<file path="src/rtl/mem_arb_pkg.sv">
// Shared types for the memory-port arbiter: FSM states, owner codes, requester IDs
// and the saturating-increment helper used by the optional performance counters.
package mem_arb_pkg;

    typedef enum logic [1:0] {
        IDLE    = 2'b00,
        GNT_CPU = 2'b01,
        GNT_DMA = 2'b10
    } arb_state_e;

    localparam logic [1:0] OWN_IDLE = 2'b00;
    localparam logic [1:0] OWN_CPU  = 2'b01;
    localparam logic [1:0] OWN_DMA  = 2'b10;

    typedef enum logic {
        REQ_CPU = 1'b0,
        REQ_DMA = 1'b1
    } req_id_e;

    localparam int unsigned PERF_W = 32;

    function automatic logic [PERF_W-1:0] sat_inc(input logic [PERF_W-1:0] v, input logic en);
        return (en && (v != {PERF_W{1'b1}})) ? v + 1'b1 : v;
    endfunction

endpackage

</file>
<file path="src/rtl/mem_arb_perf.sv">
// Saturating beat/stall counters for the memory-port arbiter; only instantiated when
// MEM_PORT_ARBITER_PERF_EN is defined.
module mem_arb_perf
    import mem_arb_pkg::*;
(
    input  logic              clk,
    input  logic              reset,
    input  logic              i_cpu_ack,
    input  logic              i_dma_ack,
    input  logic              i_cpu_stall,
    output logic [PERF_W-1:0] o_cpu_beats,
    output logic [PERF_W-1:0] o_dma_beats,
    output logic [PERF_W-1:0] o_cpu_stall_cycles
);

    logic [PERF_W-1:0] r_cpu_beats;
    logic [PERF_W-1:0] r_dma_beats;
    logic [PERF_W-1:0] r_cpu_stall_cycles;

    always_ff @(posedge clk or posedge reset) begin
        if (reset) begin
            r_cpu_beats        <= '0;
            r_dma_beats        <= '0;
            r_cpu_stall_cycles <= '0;
        end else begin
            r_cpu_beats        <= sat_inc(r_cpu_beats, i_cpu_ack);
            r_dma_beats        <= sat_inc(r_dma_beats, i_dma_ack);
            r_cpu_stall_cycles <= sat_inc(r_cpu_stall_cycles, i_cpu_stall);
        end
    end

    assign o_cpu_beats        = r_cpu_beats;
    assign o_dma_beats        = r_dma_beats;
    assign o_cpu_stall_cycles = r_cpu_stall_cycles;

endmodule

</file>
<file path="src/rtl/mem_port_arbiter.sv">
// Single-port memory arbiter between the CPU datapath and a DMA/loader port, with
// bounded locked DMA bursts. Define MEM_PORT_ARBITER_PERF_EN to add perf counters.
module mem_port_arbiter
    import mem_arb_pkg::*;
#(
    parameter int unsigned AW        = 32,
    parameter int unsigned DW        = 32,
    parameter int unsigned MAX_BURST = 8
) (
    input  logic          clk,
    input  logic          reset,
    input  logic          cpu_req,
    input  logic          cpu_we,
    input  logic [AW-1:0] cpu_addr,
    input  logic [DW-1:0] cpu_wdata,
    output logic          cpu_ack,
    output logic [DW-1:0] cpu_rdata,
    output logic          cpu_stall,
    input  logic          dma_req,
    input  logic          dma_we,
    input  logic [AW-1:0] dma_addr,
    input  logic [DW-1:0] dma_wdata,
    output logic          dma_ack,
    output logic [DW-1:0] dma_rdata,
    input  logic          dma_lock,
    output logic [AW-1:0] mem_addr,
    output logic [DW-1:0] mem_wdata,
    output logic          mem_we,
    input  logic [DW-1:0] mem_rdata,
    output logic [1:0]    owner
`ifdef MEM_PORT_ARBITER_PERF_EN
    ,
    output logic [31:0]   perf_cpu_beats,
    output logic [31:0]   perf_dma_beats,
    output logic [31:0]   perf_cpu_stall_cycles
`endif
);

    localparam int unsigned BW = (MAX_BURST > 1) ? $clog2(MAX_BURST) : 1;
    localparam logic [BW-1:0] BURST_LAST = BW'(MAX_BURST - 1);

    arb_state_e    r_state;
    req_id_e       r_last_gnt;
    logic [BW-1:0] r_burst_cnt;
    logic [1:0]    r_owner;

    logic w_cpu_gnt;
    logic w_dma_gnt;

    always_ff @(posedge clk or posedge reset) begin
        if (reset) begin
            r_state     <= IDLE;
            r_owner     <= OWN_IDLE;
            r_last_gnt  <= REQ_DMA;
            r_burst_cnt <= '0;
        end else begin
            case (r_state)
                IDLE: begin
                    // On a tie the requester that did not win last time goes first.
                    if (cpu_req && (!dma_req || (r_last_gnt == REQ_DMA))) begin
                        r_state <= GNT_CPU;
                        r_owner <= OWN_CPU;
                    end else if (dma_req) begin
                        r_state     <= GNT_DMA;
                        r_owner     <= OWN_DMA;
                        r_burst_cnt <= '0;
                    end
                end
                GNT_CPU: begin
                    r_last_gnt <= REQ_CPU;
                    r_state    <= IDLE;
                    r_owner    <= OWN_IDLE;
                end
                GNT_DMA: begin
                    r_last_gnt <= REQ_DMA;
                    if (dma_lock && dma_req && (r_burst_cnt < BURST_LAST)) begin
                        r_burst_cnt <= r_burst_cnt + 1'b1;
                    end else begin
                        r_state <= IDLE;
                        r_owner <= OWN_IDLE;
                    end
                end
                default: begin
                    r_state <= IDLE;
                    r_owner <= OWN_IDLE;
                end
            endcase
        end
    end

    assign w_cpu_gnt = (r_state == GNT_CPU);
    assign w_dma_gnt = (r_state == GNT_DMA);

    always_comb begin
        mem_addr  = '0;
        mem_wdata = '0;
        mem_we    = 1'b0;
        if (w_cpu_gnt) begin
            mem_addr  = cpu_addr;
            mem_wdata = cpu_wdata;
            mem_we    = cpu_we;
        end else if (w_dma_gnt) begin
            mem_addr  = dma_addr;
            mem_wdata = dma_wdata;
            mem_we    = dma_we;
        end
        // Kill an in-flight write the instant reset rises so it never commits.
        if (reset) begin
            mem_we = 1'b0;
        end
    end

    assign cpu_ack   = w_cpu_gnt;
    assign dma_ack   = w_dma_gnt;
    assign cpu_rdata = w_cpu_gnt ? mem_rdata : '0;
    assign dma_rdata = w_dma_gnt ? mem_rdata : '0;
    assign cpu_stall = cpu_req & ~w_cpu_gnt;
    assign owner     = r_owner;

`ifdef MEM_PORT_ARBITER_PERF_EN
    mem_arb_perf u_perf (
        .clk                (clk),
        .reset              (reset),
        .i_cpu_ack          (cpu_ack),
        .i_dma_ack          (dma_ack),
        .i_cpu_stall        (cpu_stall),
        .o_cpu_beats        (perf_cpu_beats),
        .o_dma_beats        (perf_dma_beats),
        .o_cpu_stall_cycles (perf_cpu_stall_cycles)
    );
`endif

endmodule
</file>
<file path="config.mk">
export PLATFORM = sky130hd
export DESIGN_NAME = mem_port_arbiter
export DESIGN_NICKNAME = d
export VERILOG_FILES = /design/src/rtl/mem_arb_pkg.sv /design/src/rtl/mem_arb_perf.sv /design/src/rtl/mem_port_arbiter.sv
export SDC_FILE = /design/constraint.sdc
export NUM_CORES = 1
export LEC_CHECK = 0
export CELL_PAD_IN_SITES_DETAIL_PLACEMENT = 0
export CELL_PAD_IN_SITES_GLOBAL_PLACEMENT = 1
export CORE_UTILIZATION = 10
export CTS_BUF_LIST = sky130_fd_sc_hd__clkbuf_4 sky130_fd_sc_hd__clkbuf_8
export CTS_CLUSTER_DIAMETER = 60
export CTS_CLUSTER_SIZE = 16
export DETAILED_ROUTE_END_ITERATION = 6
export PLACE_DENSITY = 0.9
export SLEW_MARGIN = 5
export SYNTH_ARGS = -nofsm -noshare
export SYNTH_HDL_FRONTEND = slang
export SYNTH_HIERARCHICAL = 1
export SYNTH_SLANG_ARGS = --single-unit
export TNS_END_PERCENT = 30
</file>
<file path="constraint.sdc">
create_clock -name clk -period 2.1 [get_ports clk]
set_input_delay 0.315 -clock clk [delete_from_list [all_inputs] [get_ports clk]]
set_output_delay 0.315 -clock clk [all_outputs]
set_load 0.05 [all_outputs]
</file>
==> flow_summary.yaml <==
placement:
  port_buffers: 300
  gp_congestion: 0.769
  post-place-ws_ns: 0.109
  dpl_cell_area_mm2: 0.00528
  dp_hpwl_um: 8540
clock_tree:
  cts_tree: "yes"
  cts.sinks: 6
  cts_buffers: 3
  cts-root-buf: "clkbuf_8"
  clockBufferDepth: 2
  path_clk_slew_ns: 0.04
  htree_num_levels: 1
  clk_latency_ns: 0.22
  cts.hold.buffers_added: 0
grt:
  grt_usage_pct: 12.3
  grt_pass1_vias: 2705
  grt_first_pass_wirelength_um: 14600
  antenna_found_initial: 0
  grt_max_degree: 51
  gr-total-overflow: 0
routing:
  wl_met3_um: 868
  num_vias: 2822
  wl_per_cell_um: 17.1
  drc: 0
  wl_met1_um: 4270
  drt-total-wl_um: 11500
  ant_nets: 0
  first_pass_iters: 4
  highest_layer: "met4"
  first_iter_violations: 83
  routed_via_density: 4.20
  met2_length_um: 6260
synth:
  yosysSeqAreaShare_pct: 10.3
  yosys.area.top_type: "a22o_1"
  ys_warn_count: 6
  synthCells: 197
  syn_area_mm2: 0.00147
  synth.area.top_cells: "a22o_1 38%, and2_1 27%, dfrtp_1 8.5%"
  syn-num-nets: 368
  avgSynthCellArea_um2: 7.44
  ys_ff_latch: 6
  synth_top_area_share_pct: 38.2
  synth_cell_type_count: 26
die:
  num_io_pins: 301
  core_area_mm2: 0.0141
  dieArea_mm2: 0.0152
  rows: 43
  die_w_um: 123
  fp.dieH_um: 123
  start_util_pct: 10.4
timing:
  setup-violations-final: 9
  fin_ws_ns: -0.0340
  max_clock_freq_ghz: 0.469
  skew_ns: 0.000196
  post-route-period-util_pct: 102
  finalSetupTns_ns: -0.103
  rsz0062_at_grt: "true"
  finalHoldViolCount: 0
  fin_crit_ns: 2.13
  slew_headroom_pct: 65.6
  maxSlewViolCount: 0
  worst_pin_slew_ns: 0.515
worst_setup_path:
  cp_max_fo: 8
  cp-end-kind: "output pin"
  required_ns: 1.78
  cp-start-kind: "flop"
  reg2regPathDepth: 7
  worstSetupPathType: "reg -> out"
  crit_arrival_ns: 1.82
layout:
  diodes: 0
  nets: 664
  fin_util_pct: 40.3
  final_area_mm2: 0.00568
  synthToLayoutAreaGrowth_pct: 287
  drive_gt1_share_pct: 40.0
run:
  maxCapViolCount: 0
pwr:
  p_per_area_mw_per_mm2: 1510
  irDropWorstVdd_mv: 0.785
  p_leak_nw: 2.38
  p_total_w: 0.00858
worst_hold_path:
  hp-class: "in -> async"
run_status:
  violations: "setup timing"
  status: "finished, violations left"
## cell usage after synthesis, drive strengths merged
library cell and n:
or4b 1, buf 9, clkbuf 13, mux2 1, and3 1, o41ai 1, dfrtp 5, inv 6
nor3 1, a31oi 2, nor2b 4, a21oi 2, and2 64, a22o 64, nor2 2, ha 4
nand2 4, nand3 4, a22oi 1, o21ai 3, dfstp 1, o22ai 2, nand4 1, a211o 1
## flip-flops by register name, summed over array words and instances, names as in the netlist
register / flops
owner: 2
r_burst_cnt: 3
r_last_gnt: 1
## cell families (layout without fill, tap and decap cells)
family / after synthesis / in the layout / synth area share (%)
mux: 1 / 1 / 0.768
flops: 6 / 6 / 10.3
simple gates: 82 / 82 / 33.8
fa+ha+maj: 4 / 4 / 3.41
compound gates: 76 / 76 / 43.8
buf+inv: 28 / 323 / 7.94
## repair_timing
item,in CTS,in global routing
setup buffers,1,3
cloned,1,5
endpoints found under the hold margin,0,0
setup endpoints to repair,64,65
pin swaps,11,10
resized for setup,37,18
## metrics by stage
| stage | hold WS, ns | cells |
|---|---|---|
| after global placement | 0.500 | 659 |
| final | 0.403 | 672 |
| after global routing | 0.443 | 672 |
| after CTS | 0.404 | 665 |
| after detailed placement | 0.520 | 659 |
| after floorplan | 0.105 | 197 |
## worst paths after layout
path                                  endpoint           start  slack [ns]
min in group clk                r_burst_cnt[0]  r_burst_cnt[0]        0.53
worst min-delay path            r_burst_cnt[0]           reset        0.40
worst max register to register        owner[0]        owner[0]        0.25
worst min register to register  r_burst_cnt[0]  r_burst_cnt[0]        0.53
max in group asynchronous           r_last_gnt           reset        1.44
worst max-delay path             mem_wdata[29]        owner[0]       -0.03
## cell usage in the layout (no fill, tap or decap), types with 3 or more instances in the layout
| master | Yosys | routed |
|---|---|---|
| nor2b_1 | 4 | 3 |
| nand2_1 | 4 | 4 |
| inv_1 | 6 | 5 |
| and2_1 | 64 | 54 |
| clkbuf_16 | 0 | 3 |
| buf_4 | 0 | 18 |
| buf_6 | 0 | 49 |
| buf_8 | 0 | 3 |
| a22o_1 | 64 | 37 |
| buf_12 | 0 | 72 |
| and2_2 | 0 | 6 |
| a22o_2 | 0 | 26 |
| nand3_1 | 4 | 4 |
| and2_4 | 0 | 4 |
| clkdlybuf4s50_1 | 0 | 168 |
| dfrtp_1 | 5 | 3 |
| clkbuf_8 | 0 | 3 |
## routing by layer
metal  GRT usage [%]  vias up
met1            13.5     1335
met5               0        -
met2            24.9      159
li1                -     1320
met4            1.43        0
met3            2.03        8
## worst max-delay path, cell delays in order, from the launching register on
cell and delay, ns:
dfrtp_2 0.42, buf_4 0.15, ha_4 0.18, nor2b_4 0.17
buf_12 0.16, clkbuf_16 0.16, a22o_1 0.17, buf_6 0.17
## final cells by class
type	instances	area [um^2]
flip-flops and latches	6	154
multi-input cells	163	1300
well taps	180	225
repair buffers	313	3930
inverters	6	22.5
fillers	1363	8410
clock buffers	4	48.8
## report_power, final
part	total [W]	switching, W	internal [W]
Combinational	0.00819	0.00476	0.00343
Sequential	0.000198	0.0000376	0.000160
Clock	0.000197	0.0000537	0.000144
Total	0.00858	0.00486	0.00373
(Power assumes the default switching activity.)
